--- src/rtl/branch_cmp_unit.sv ---
// rtl/branch_cmp_unit.sv - single-cycle branch condition compare unit with valid/ready result register
//
// Purpose:
//   Evaluates one of eight branch conditions on operands a/b and returns the
//   taken bit, the raw a==b equality and the issue tag one cycle after the
//   issue is accepted. The single result register is a pipeline stage with
//   full throughput: a held result can be consumed and replaced in one cycle.
//
// Optional feature (macro BRCMP_STAT_EN):
//   Adds stat_clr and two saturating 32-bit counters, stat_issued and
//   stat_taken. When the macro is undefined, those ports and counters do not
//   exist.
//
// Ports:
//   clk         in   clock, rising edge
//   rst         in   asynchronous active-high reset
//   in_valid    in   issue request present
//   in_ready    out  unit can accept an issue this cycle (!out_valid || out_ready)
//   in_op       in   compare mode: EQ NE LTZ GEZ GTZ LEZ LT LTU (000..111)
//   in_a        in   first operand (rs)
//   in_b        in   second operand (rt), unused by the zero-compare modes
//   in_tag      in   issue tag
//   flush       in   squash the held result and any issue this cycle
//   out_valid   out  result register holds a valid result
//   out_ready   in   consumer takes the result this cycle
//   out_taken   out  branch condition of the held result
//   out_eq      out  raw a==b of the held result
//   out_tag     out  tag of the held result
//   stat_clr    in   (BRCMP_STAT_EN) synchronous counter clear, wins over increment
//   stat_issued out  (BRCMP_STAT_EN) accepted issue count, saturating
//   stat_taken  out  (BRCMP_STAT_EN) accepted issues whose condition was true, saturating

module branch_cmp_unit #(
  parameter int WIDTH = 32,
  parameter int TAG_W = 4
) (
  input  logic             clk,
  input  logic             rst,
  input  logic             in_valid,
  output logic             in_ready,
  input  logic [2:0]       in_op,
  input  logic [WIDTH-1:0] in_a,
  input  logic [WIDTH-1:0] in_b,
  input  logic [TAG_W-1:0] in_tag,
  input  logic             flush,
  output logic             out_valid,
  input  logic             out_ready,
  output logic             out_taken,
  output logic             out_eq,
  output logic [TAG_W-1:0] out_tag
`ifdef BRCMP_STAT_EN
  ,
  input  logic             stat_clr,
  output logic [31:0]      stat_issued,
  output logic [31:0]      stat_taken
`endif
);

  // Compare mode encoding.
  localparam logic [2:0] OP_EQ  = 3'b000;
  localparam logic [2:0] OP_NE  = 3'b001;
  localparam logic [2:0] OP_LTZ = 3'b010;
  localparam logic [2:0] OP_GEZ = 3'b011;
  localparam logic [2:0] OP_GTZ = 3'b100;
  localparam logic [2:0] OP_LEZ = 3'b101;
  localparam logic [2:0] OP_LT  = 3'b110;
  localparam logic [2:0] OP_LTU = 3'b111;

  logic accept;
  logic consume;
  logic a_eq_b;
  logic a_neg;
  logic a_zero;
  logic a_lt_b_s;
  logic a_lt_b_u;
  logic cond;

  // Ready deliberately ignores flush so the upstream handshake never sees a
  // combinational path from the squash signal.
  assign in_ready = !out_valid || out_ready;
  assign accept   = in_valid && in_ready && !flush;
  assign consume  = out_valid && out_ready;

  // Operand relations. The signed compare is done at full WIDTH on signed
  // views of the operands, so there is no subtract-and-overflow wrap.
  assign a_eq_b   = (in_a == in_b);
  assign a_neg    = in_a[WIDTH-1];
  assign a_zero   = (in_a == '0);
  assign a_lt_b_s = ($signed(in_a) < $signed(in_b));
  assign a_lt_b_u = (in_a < in_b);

  always_comb begin
    cond = 1'b0;
    unique case (in_op)
      OP_EQ:   cond = a_eq_b;
      OP_NE:   cond = !a_eq_b;
      OP_LTZ:  cond = a_neg;
      OP_GEZ:  cond = !a_neg;
      OP_GTZ:  cond = !a_neg && !a_zero;
      OP_LEZ:  cond = a_neg || a_zero;
      OP_LT:   cond = a_lt_b_s;
      OP_LTU:  cond = a_lt_b_u;
      default: cond = 1'b0;
    endcase
  end

  // Valid bit: flush dominates, then a new accept, then a plain consume.
  // An accept in the same cycle as a consume keeps out_valid high.
  always_ff @(posedge clk or posedge rst) begin
    if (rst) begin
      out_valid <= 1'b0;
    end else if (flush) begin
      out_valid <= 1'b0;
    end else if (accept) begin
      out_valid <= 1'b1;
    end else if (consume) begin
      out_valid <= 1'b0;
    end
  end

  // Payload only moves on an accept, which also keeps it frozen while the
  // consumer stalls.
  always_ff @(posedge clk or posedge rst) begin
    if (rst) begin
      out_taken <= 1'b0;
      out_eq    <= 1'b0;
      out_tag   <= '0;
    end else if (accept) begin
      out_taken <= cond;
      out_eq    <= a_eq_b;
      out_tag   <= in_tag;
    end
  end

`ifdef BRCMP_STAT_EN
  always_ff @(posedge clk or posedge rst) begin
    if (rst) begin
      stat_issued <= '0;
      stat_taken  <= '0;
    end else if (stat_clr) begin
      stat_issued <= '0;
      stat_taken  <= '0;
    end else if (accept) begin
      if (stat_issued != 32'hFFFF_FFFF) begin
        stat_issued <= stat_issued + 32'd1;
      end
      if (cond && (stat_taken != 32'hFFFF_FFFF)) begin
        stat_taken <= stat_taken + 32'd1;
      end
    end
  end
`endif

endmodule

--- config.mk ---
export PLATFORM = sky130hd
export DESIGN_NAME = branch_cmp_unit
export DESIGN_NICKNAME = d
export VERILOG_FILES = /design/src/rtl/branch_cmp_unit.sv
export SDC_FILE = /design/constraint.sdc
export NUM_CORES = 1
export LEC_CHECK = 0
export ABC_AREA = 1
export CELL_PAD_IN_SITES_DETAIL_PLACEMENT = 0
export CELL_PAD_IN_SITES_GLOBAL_PLACEMENT = 1
export CORE_ASPECT_RATIO = 1.25
export CORE_MARGIN = 2
export CORE_UTILIZATION = 22
export CTS_BUF_LIST = sky130_fd_sc_hd__clkbuf_4 sky130_fd_sc_hd__clkbuf_8 sky130_fd_sc_hd__clkbuf_16
export CTS_CLUSTER_SIZE = 20
export DETAILED_ROUTE_END_ITERATION = 6
export PLACE_DENSITY = 0.8
export SLEW_MARGIN = 5
export SYNTH_ARGS = -nofsm -noshare
export SYNTH_HDL_FRONTEND = slang
export SYNTH_SLANG_ARGS = --single-unit
--- constraint.sdc ---
create_clock -name clk -period 1 [get_ports clk]
set_input_delay 0.2 -clock clk [delete_from_list [all_inputs] [get_ports clk]]
set_output_delay 0.2 -clock clk [all_outputs]
set_load 0.005 [all_outputs]
### Word-level counts from Yosys, hierarchy flattened

Index checks and enable logic that the tools add are counted.

* bits in registers: 7
* input bits: 76
* word-level logic and storage cells: 32

* magnitude comparators: 2
* eq/ne operators: 8
* muxes and demuxes: 4
* reductions and logical operators: 14

Operators by type and width (count)
* 32-bit < comparator: 2
* 32-bit equality test: 1
* 32-bit zero test: 1
* 3-bit equality test, second input constant: 4
* 1-bit one-hot mux with 8 select lines: 1
* 3-bit by 2-bit equality test with 1-bit output, second input constant: 2
* 1-bit zero test: 5
* 1-bit logical AND: 4
* 3-bit by 1-bit equality test with 1-bit output, second input constant: 1
* 3-bit zero test: 1
* 1-bit two-way mux: 3
* 3-bit nonzero test: 1
* 1-bit logical OR: 2

### Depth between registers and ports, before layout

Gate-level depths: netlist of the first run.

* depth in word-level cells: 6
* depth in mapped cells: 15

### Worst setup path before layout of the first run

OpenSTA, ideal clock, no wires.

* path kind: input-to-reg
* start point: input port in_b[31]
* end point: register out_taken
* setup time: 116 ps
* data arrival time: 1385 ps
* data required time: 884 ps
* path slack: -501 ps
* cell stages on the path: 15
* buffers on the path: 0
* cell sequence: inv_1 > ha_1 > nand2_2 > nor2_2 > nand4_2 > nor2_2 > nand2_1 > nand2_1 > nand2_1 > nand2_1 > nand2_1 > nor2_2 > nand2_1 > nand2_1 > nand2_1

* cells in the longest elaborated chain, start to end: 3

Ends and longest elaborated chain
* start, declared: line 43 `input logic [WIDTH-1:0] in_b,`
* parallel branches: the longest is 2 deep, another holds 32-bit < comparator
* 1-bit one-hot mux with 8 select lines *: line 94 `unique case (in_op)`
* end signal, assigned: line 129 `out_taken <= cond;`
* end, declared: line 48 `output logic out_taken,`

Every way passes the cells marked *.
A chain may end at the register's enable or synchronous reset.

### Worst setup path after layout of the first run

* start point: input port in_a[21]
* end point: register out_taken

* cells in the longest elaborated chain, start to end: 4

Ends and longest elaborated chain
* start, declared: line 42 `input logic [WIDTH-1:0] in_a,`
* parallel branches: the longest is 3 deep, another holds 32-bit < comparator
* 1-bit one-hot mux with 8 select lines *: line 94

Marked as above.

==> results.sh, run 1 <==
export IMPL_arrival_ns=1.54
export IMPL_ios=84
export IMPL_max_freq_ghz=0.704
export IMPL_fp_dieH_um=93.6
export IMPL_status="finished, violations left"
export IMPL_dpl_cell_area_mm2=0.00261
export IMPL_cp_data_required_time_ns=1.12
export IMPL_drive_gt1_share_pct=58.8
export IMPL_crit_path_end_kind="flop"
export IMPL_worst_pin_slew_ns=0.293
export IMPL_n_antenna_cell=0
export IMPL_port_buffers=83
export IMPL_switching_share_pct=34.8
export IMPL_hold_buffers=0
export IMPL_crit_start="in_a[21]"
export IMPL_stdcell_area_mm2=0.00288
export IMPL_p_leak_nw=1.42
export IMPL_fin_util_pct=46.4
export IMPL_synth_seq_cells=7
export IMPL_die_area_mm2=0.00708
export IMPL_synth_area_per_cell_um2=6.11
export IMPL_wl_um=4420
export IMPL_dr_pass1_iters=4
export IMPL_critPathMaxFanout=2
export IMPL_cts_tree="done"
export IMPL_multi_input_area_mm2=0.00162
export IMPL_hold_violations=0
export IMPL_netlist_area_mm2=0.00141
export IMPL_rows=32
export IMPL_place_congestion=0.713
export IMPL_vias=1740
export IMPL_vdd_drop_max_mv=0.545
export IMPL_register_area_um2=175
export IMPL_dp_slack_ns=-1.14
export IMPL_fin_cells=420
export IMPL_period_needed_ns=1.42
export IMPL_grt_max_degree=8
export IMPL_critical_path_class="in2reg"
export IMPL_synth_top_area_share_pct=28.4
export IMPL_overflow=0
export IMPL_comb_power_share_pct=59.4
export IMPL_hold_slack_ns=0.215
export IMPL_setup_tns_ns=-0.822
export IMPL_pwr_share_clk_pct=22.5
export IMPL_setup_slack_ns=-0.420
export IMPL_fill_cells=662
export IMPL_power_density_mw_per_mm2=658
export IMPL_violations="setup timing"
export IMPL_synthesis_nets=339
export IMPL_yosysWarnings=0
export IMPL_power_mw=1.90
export IMPL_die_w_um=75.6
export IMPL_synth_edf_count=0
export IMPL_p_switching_mw=0.660
export IMPL_worst_setup_path_start_kind="input pin"
export IMPL_maxCapViolCount=0
export IMPL_drtIter0Drc=29
export IMPL_yosysTopAreaCell="ha_1"
export IMPL_hpwl_um=3630
export IMPL_maxSlewHeadroom_pct=80.5
export IMPL_clock_sinks=7
export IMPL_grt_pass1_wl_um=7420
export IMPL_skew_ns=0.000523
export IMPL_netlist_instances=231
export IMPL_initial_utilization_pct=22.7
export IMPL_drv_slew=0
export IMPL_ys_seq_area_share_pct=12.4
export IMPL_layout_nets=444
export IMPL_clock_latency_ns=0.23
export IMPL_p_seq_share_pct=18.1
export IMPL_period_share_pct=142
export IMPL_wl_per_cell_um=10.5
export IMPL_htreeDepth=1
export IMPL_drc=0
export IMPL_clk_path_buf_depth=2
export IMPL_layout_commonest_cell="nand2_1"
export IMPL_track_usage_pct=13.1
export IMPL_holdCritPathClass="in2async"
export IMPL_area_growth_pct=104
export IMPL_synth_cell_type_count=22
export IMPL_final_cell_mix="37 x nand2_1, 32 x buf_2, 29 x ha_4, 26 x inv_2, 26 x nor2_1"
export IMPL_first_global_vias=1833
export IMPL_core_area_mm2=0.00621
export IMPL_setup_viol=6
export IMPL_cts_root_buf="clkbuf_8"
export IMPL_synthTopCellsByArea="ha_1 28%, nand2_1 15%, inv_1 14%"
export IMPL_dp_cells=411
export IMPL_avgViaCountPerCell=4.14
export IMPL_rr_startpoint="out_valid"
export IMPL_async_flop_share_pct=100
export IMPL_antenna_found_initial=0
export IMPL_cts_clk_slew_worst_paths_ns=0.04
export IMPL_ys_flop_type="dfrtp_1"
export IMPL_drtAntennaViolNets=0
export IMPL_rsz0062_at_grt="true"
export IMPL_p_int_mw=1.24
export IMPL_cts_made_buffers=3
==> routing by layer <==
layer | routed length (um) | part of all wire, % | global-route usage [%]
met5 | 0 | 0 | 0
met4 | 25 | 0.57 | 2.63
met3 | 195 | 4.4 | 1.29
met2 | 2510 | 57 | 25.7
met1 | 1690 | 38 | 14.5
==> synthesized netlist by cell type, drive strengths merged, types with 2 or more instances <==
| master | n |
|---|---|
| nand2 | 58 |
| inv | 53 |
| nor2 | 38 |
| ha | 32 |
| a21oi | 15 |
| o21ai | 8 |
| dfrtp | 7 |
| nand3 | 7 |
| mux2 | 4 |
| nand4 | 2 |
==> worst max-delay path, cell delays in order <==
cell and delay (ns):
buf_4 0.12, ha_4 0.26, nand2_2 0.04, nor2_2 0.12
nand4_1 0.16, nor2_4 0.14, nand2_2 0.06, nand2_1 0.05
nand2_1 0.04, nand2_1 0.05, nand2_1 0.06, nor2_2 0.09
nand2_1 0.05, nand2_1 0.05, nand2_1 0.04
==> kinds of logic after synthesis <==
logic type,after synthesis,share of synthesized area [%]
AOI/OAI and AO/OA,27,10.2
DFF,7,12.4
and+or+nand+nor,107,31.5
buffers and inverters,54,14.4
adders and majority gates,32,28.4
muxes,4,3.19
==> worst paths after layout <==
kind | slack, ns | end | depth (start not counted)
max | -0.42 | out_taken | 15
min | 0.21 | out_eq | 2
max reg2reg | -0.06 | out_tag[3] | 4
min reg2reg | 0.48 | out_taken | 2
max in group asynchronous | 0.56 | out_tag[0] | 2
min in group clk | 0.34 | out_valid | 2
==> flip-flops by register name, summed over array words and instances, names as in the netlist <==
| name | count |
|---|---|
| out_tag | 4 |
| out_eq | 1 |
| out_taken | 1 |
| out_valid | 1 |
==> power by group through the flow <==
stage	Combinational [mW]	Sequential, mW	Clock (mW)
3_5_place_dp	0.951	0.347	0
4_1_cts	1.08	0.342	0.438
2_1_floorplan	0.407	0.348	0
3_3_place_gp	0.938	0.343	0
5_1_grt	1.25	0.349	0.459
6_report	1.13	0.343	0.426
==> layout make-up <==
type | count | area share (%)
timing repair buffer | 100 | 24.2
multi-input combinational | 170 | 56.2
inverter | 54 | 8.08
clock buffer | 4 | 1.69
sequential | 7 | 6.08
tap | 85 | 3.69
==> what timing repair did <==
action	in CTS	in global routing
pin swaps	75	37
endpoints found under the setup margin	14	8
setup buffers	4	2
gates resized for setup	275	76
(Power assumes the default switching activity.)
==> run 2, diff against run 1 <==
- CORE_UTILIZATION: 22 -> 37
- DONT_BUFFER_PORTS: default -> 1
- PLACE_DENSITY: 0.8 -> 0.79
- SLEW_MARGIN: 5 -> default
==> run 2 against run 1 <==
The flow still finishes with violations (setup timing). Largest cell class unchanged. Clock skew is essentially flat. Count of clock-buffer cells in the layout is the same. Non-clock buffer count shrank 89. Core utilization grew 6.4 points. Via count shrank 20%. Critical endpoint unchanged.
==> results.sh, run 2 (same netlist as run 1, synthesis figures left out) <==
export IMPL_place_congestion=0.803
export IMPL_hpwl_um=2690
export IMPL_dp_cells=279
export IMPL_gr_max_usage_layer="met2"
export IMPL_cp_data_required_time_ns=1.11
export IMPL_register_area_um2=175
export IMPL_cts_root_buf="clkbuf_8"
export IMPL_p_seq_share_pct=25.5
export IMPL_worst_pin_slew_ns=0.261
export IMPL_initial_utilization_pct=37.9
export IMPL_skew_ns=0.000195
export IMPL_final_cell_mix="47 x nand2_1, 34 x inv_1, 32 x nor2_1, 17 x ha_4, 15 x ha_1"
export IMPL_vias=1393
export IMPL_wl_um=3110
export IMPL_p_leak_nw=1.01
export IMPL_drv_slew=0
export IMPL_setup_viol=3
export IMPL_comb_power_share_pct=44.6
export IMPL_critPathMaxFanout=2
export IMPL_area_growth_pct=39.3
export IMPL_first_global_vias=1335
export IMPL_overflow=0
export IMPL_layout_nets=355
export IMPL_fin_cells=286
export IMPL_grt_pass1_wl_um=5000
export IMPL_clk_path_buf_depth=2
export IMPL_max_freq_ghz=0.764
export IMPL_pwr_share_clk_pct=29.9
export IMPL_vdd_drop_max_mv=0.428
export IMPL_grt_max_degree=8
export IMPL_drive_gt1_share_pct=30.9
export IMPL_die_area_mm2=0.00433
export IMPL_dr_pass1_iters=4
export IMPL_drtAntennaViolNets=0
export IMPL_switching_share_pct=31.6
export IMPL_avgViaCountPerCell=4.87
export IMPL_crit_path_end_kind="flop"
export IMPL_core_area_mm2=0.00372
export IMPL_cts_clk_slew_worst_paths_ns=0.04
export IMPL_holdCritPathClass="in2reg"
export IMPL_rsz0062_at_grt="true"
export IMPL_fill_cells=373
export IMPL_die_w_um=59.2
export IMPL_crit_slowest_cell="ha_4"
export IMPL_violations="setup timing"
export IMPL_wl_per_cell_um=10.9
export IMPL_port_buffers=0
export IMPL_max_flop_register="out_tag"
export IMPL_power_mw=1.39
export IMPL_stdcell_area_mm2=0.00197
export IMPL_n_antenna_cell=0
export IMPL_clock_sinks=7
export IMPL_dp_slack_ns=-0.580
export IMPL_slowest_delay_ns=0.26
export IMPL_maxCapViolCount=0
export IMPL_antenna_found_initial=0
export IMPL_p_switching_mw=0.438
export IMPL_layout_commonest_cell="nand2_1"
export IMPL_cp_cell_sequence="inv_12 -> ha_4 -> nand2_4 -> nor2_4 -> nand4_4 -> nor2_4 -> nand2_2 -> nand2_1 -> nand2_1 -> nand2_1 -> nand2_2 -> nor2_2 -> nand2_1 -> nand2_1 -> nand2_1"
export IMPL_setup_slack_ns=-0.308
export IMPL_largest_register_ffs=4
export IMPL_worst_setup_path_start_kind="input pin"
export IMPL_use_met3_pct=1.95
export IMPL_fp_dieH_um=73.1
export IMPL_use_met2_pct=27.7
export IMPL_drc=0
export IMPL_hold_violations=0
export IMPL_dpl_cell_area_mm2=0.00169
export IMPL_arrival_ns=1.42
export IMPL_track_usage_pct=14.0
export IMPL_period_share_pct=131
export IMPL_power_density_mw_per_mm2=705
export IMPL_critical_path_class="in2reg"
export IMPL_rows=25
export IMPL_htreeDepth=1
export IMPL_use_met1_pct=15.6
export IMPL_cts_tree="done"
export IMPL_maxSlewHeadroom_pct=82.6
export IMPL_hold_slack_ns=0.0402
export IMPL_status="finished, violations left"
export IMPL_p_int_mw=0.948
export IMPL_cp_common_cell="nand2_1"
export IMPL_clock_latency_ns=0.22
export IMPL_multi_input_area_mm2=0.00135
export IMPL_drtIter0Drc=20
export IMPL_cts_made_buffers=3
export IMPL_ios=84
export IMPL_period_needed_ns=1.31
==> run 2: layout make-up <==
cell class / count / area share [%]
well taps: 40 / 2.55
repair buffers: 11 / 4.90
inverters: 54 / 12.6
clock buffers: 4 / 2.48
multi-input cells: 170 / 68.6
flip-flops and latches: 7 / 8.91
==> run 2: power groups by stage <==
| stage | Sequential [mW] | Combinational [mW] | Clock, mW |
|---|---|---|---|
| 6_report | 0.353 | 0.618 | 0.415 |
| 5_1_grt | 0.357 | 0.712 | 0.436 |
| 4_1_cts | 0.352 | 0.589 | 0.419 |
| 3_5_place_dp | 0.355 | 0.506 | 0 |
| 3_3_place_gp | 0.354 | 0.502 | 0 |
| 2_1_floorplan | 0.348 | 0.407 | 0 |
==> run 2: worst paths after layout <==
kind | slack, ns | start | to | cells past startpoint
setup reg to reg | 0 | out_valid | out_tag[0] | 3
hold / removal | 0.04 | flush | out_valid | 1
max in group asynchronous | 0.44 | rst | out_tag[1] | 2
setup / recovery | -0.31 | in_b[31] | out_taken | 15
min in group asynchronous | 0.36 | rst | out_tag[0] | 2
hold reg to reg | 0.52 | out_eq | out_eq | 2
==> run 2: what timing repair did <==
item                                    in CTS  in global routing
buffers inserted                             1                  1
pin swaps                                   28                  6
endpoints found under the setup margin       4                  7
resized for setup                           33                 13
hold endpoints to repair                     7                  0
hold buffers                                 1                  0
==> run 2: per-stage QoR <==
step	setup TNS (ns)	utilization, %
2_1_floorplan	-0.561	-
3_3_place_gp	-0.912	45.4
3_5_place_dp	-0.954	45.4
4_1_cts	-0.389	51.3
5_1_grt	-0.805	52.8
6_report	-0.462	52.8
==> run 2: critical path, delay by kind of cell <==
| kind | cells | cell delay [ns] |
|---|---|---|
| AND/OR/NAND/NOR | 13 | 0.95 |
| adder cells (fa/ha/maj) | 1 | 0.26 |
| buffers and inverters | 1 | 0.01 |
==> run 2: layer usage <==
| layer | routed length (um) | up-vias |
|---|---|---|
| met1 | 1240 | 605 |
| li1 | - | 749 |
| met3 | 161 | 0 |
| met5 | 0 | - |
| met2 | 1710 | 39 |
| met4 | 0 | 0 |
==> run 3, diff against run 2 <==
- CTS_CLUSTER_SIZE: 20 -> default
- MAX_ROUTING_LAYER: default -> met4
==> run 3 against run 2 <==
The run still ends with setup timing left. Sequential cell count unchanged. Setup slack unchanged. Clock skew unchanged. First-iteration DRC count unchanged. Sequential share of layout area unchanged. Wire length about the same. Worst hold slack unchanged. Core utilization unchanged. Sequential power about the same. Maximum frequency unchanged. Clock power about the same. Largest cell class unchanged. Highest routed layer unchanged.
==> results.sh, run 3 (same netlist as run 1, synthesis figures left out) <==
export IMPL_arrival_ns=1.42
export IMPL_n_antenna_cell=0
export IMPL_maxCapViolCount=0
export IMPL_fill_cells=373
export IMPL_power_density_mw_per_mm2=706
export IMPL_route_met2_wl_um=1710
export IMPL_wl_per_cell_um=10.9
export IMPL_cts_made_buffers=3
export IMPL_avgViaCountPerCell=4.87
export IMPL_hpwl_um=2690
export IMPL_routed_top_layer="met3"
export IMPL_rows=25
export IMPL_worst_setup_path_start_kind="input pin"
export IMPL_overflow=0
export IMPL_slowest_delay_ns=0.26
export IMPL_cts_tree="done"
export IMPL_wl_met3_um=159
export IMPL_holdCritPathClass="in2reg"
export IMPL_critPathMaxFanout=2
export IMPL_hold_slack_ns=0.0402
export IMPL_max_flop_register="out_tag"
export IMPL_clk_path_buf_depth=2
export IMPL_drc=0
export IMPL_first_global_vias=1337
export IMPL_htreeDepth=1
export IMPL_cp_data_required_time_ns=1.11
export IMPL_hold_violations=0
export IMPL_setup_slack_ns=-0.308
export IMPL_cp_common_cell="nand2_1"
export IMPL_initial_utilization_pct=37.9
export IMPL_fp_dieH_um=73.1
export IMPL_crit_slowest_cell="ha_4"
export IMPL_antenna_found_initial=0
export IMPL_setup_viol=3
export IMPL_area_growth_pct=39.3
export IMPL_grt_pass1_wl_um=5000
export IMPL_layout_commonest_cell="nand2_1"
export IMPL_cp_cell_sequence="inv_12 -> ha_4 -> nand2_4 -> nor2_4 -> nand4_4 -> nor2_4 -> nand2_2 -> nand2_1 -> nand2_1 -> nand2_1 -> nand2_2 -> nor2_2 -> nand2_1 -> nand2_1 -> nand2_1"
export IMPL_violations="setup timing"
export IMPL_layout_nets=355
export IMPL_rsz0062_at_grt="true"
export IMPL_drtIter0Drc=20
export IMPL_place_congestion=0.815
export IMPL_status="finished, violations left"
export IMPL_period_share_pct=131
export IMPL_final_cell_mix="47 x nand2_1, 34 x inv_1, 32 x nor2_1, 17 x ha_4, 15 x ha_1"
export IMPL_core_area_mm2=0.00372
export IMPL_die_w_um=59.2
export IMPL_power_mw=1.39
export IMPL_clock_sinks=7
export IMPL_crit_path_end_kind="flop"
export IMPL_skew_ns=0.000195
export IMPL_largest_register_ffs=4
export IMPL_drtAntennaViolNets=0
export IMPL_critical_path_class="in2reg"
export IMPL_maxSlewHeadroom_pct=82.6
export IMPL_port_buffers=0
export IMPL_p_leak_nw=1.01
export IMPL_vdd_drop_max_mv=0.428
export IMPL_cts_root_buf="clkbuf_8"
export IMPL_cts_clk_slew_worst_paths_ns=0.04
export IMPL_drt_met1_wl_um=1250
export IMPL_ios=84
export IMPL_die_area_mm2=0.00433
export IMPL_clock_latency_ns=0.22
export IMPL_vias=1393
export IMPL_wl_um=3120
export IMPL_track_usage_pct=14.4
export IMPL_max_freq_ghz=0.764
export IMPL_grt_max_degree=8
export IMPL_period_needed_ns=1.31
export IMPL_dr_pass1_iters=4
export IMPL_worst_pin_slew_ns=0.261
export IMPL_drive_gt1_share_pct=30.9
export IMPL_drv_slew=0
==> run 3: cell counts in the layout (fill, tap and decap cells not counted) <==
Identical to the previous run, type by type.
==> run 3: metrics by stage <==
step	cells	worst slack [ns]	setup TNS, ns	utilization [%]	cell area (um2)
global route	286	-0.464	-0.805	52.8	1970
global placement	279	-0.564	-0.912	45.4	1690
floorplan	231	-0.440	-0.561	-	1580
CTS	285	-0.310	-0.389	51.3	1910
finish	286	-0.308	-0.462	52.8	1970
detailed placement	279	-0.580	-0.954	45.4	1690
==> run 3: what timing repair did <==
| action | CTS | global route |
|---|---|---|
| pin swaps | 28 | 6 |
| endpoints found under the hold margin | 7 | 0 |
| setup buffers | 1 | 1 |
| hold buffers | 1 | 0 |
| endpoints found under the setup margin | 4 | 7 |
| gates resized for setup | 33 | 13 |
==> run 3: final cells by class <==
| cell class | count | area, um2 | area share, % |
|---|---|---|---|
| multi-input cells | 170 | 1350 | 68.6 |
| inverters | 54 | 248 | 12.6 |
| flip-flops and latches | 7 | 175 | 8.91 |
| repair buffers | 11 | 96.3 | 4.90 |
| well taps | 40 | 50.0 | 2.55 |
| clock buffers | 4 | 48.8 | 2.48 |
==> run 3: worst paths after layout <==
kind / depth (start not counted) / endpoint / slack [ns] / startpoint
min in group asynchronous: 2 / out_tag[0] / 0.36 / rst
max in group asynchronous: 2 / out_tag[1] / 0.44 / rst
max: 15 / out_taken / -0.31 / in_b[31]
min: 1 / out_valid / 0.04 / flush
min reg2reg: 2 / out_eq / 0.52 / out_eq
max reg2reg: 3 / out_tag[0] / 0 / out_valid
==> run 3: layer usage <==
metal / vias up / global-route usage [%]
met5: - / -
met4: 0 / 1.52
met3: 0 / 1.60
met2: 39 / 27.7
met1: 605 / 15.8
li1: 749 / -
==> run 3: power by group <==
group	total [mW]	switching, mW	internal, mW
clock	0.415	0.113	0.302
combinational	0.618	0.295	0.323
sequential	0.353	0.0303	0.323
==> run 3: worst max-delay path: cells and delay by family <==
family	cells	cell delay [ns]
buffers and inverters	1	0.01
adders and majority gates	1	0.26
and+or+nand+nor	13	0.95
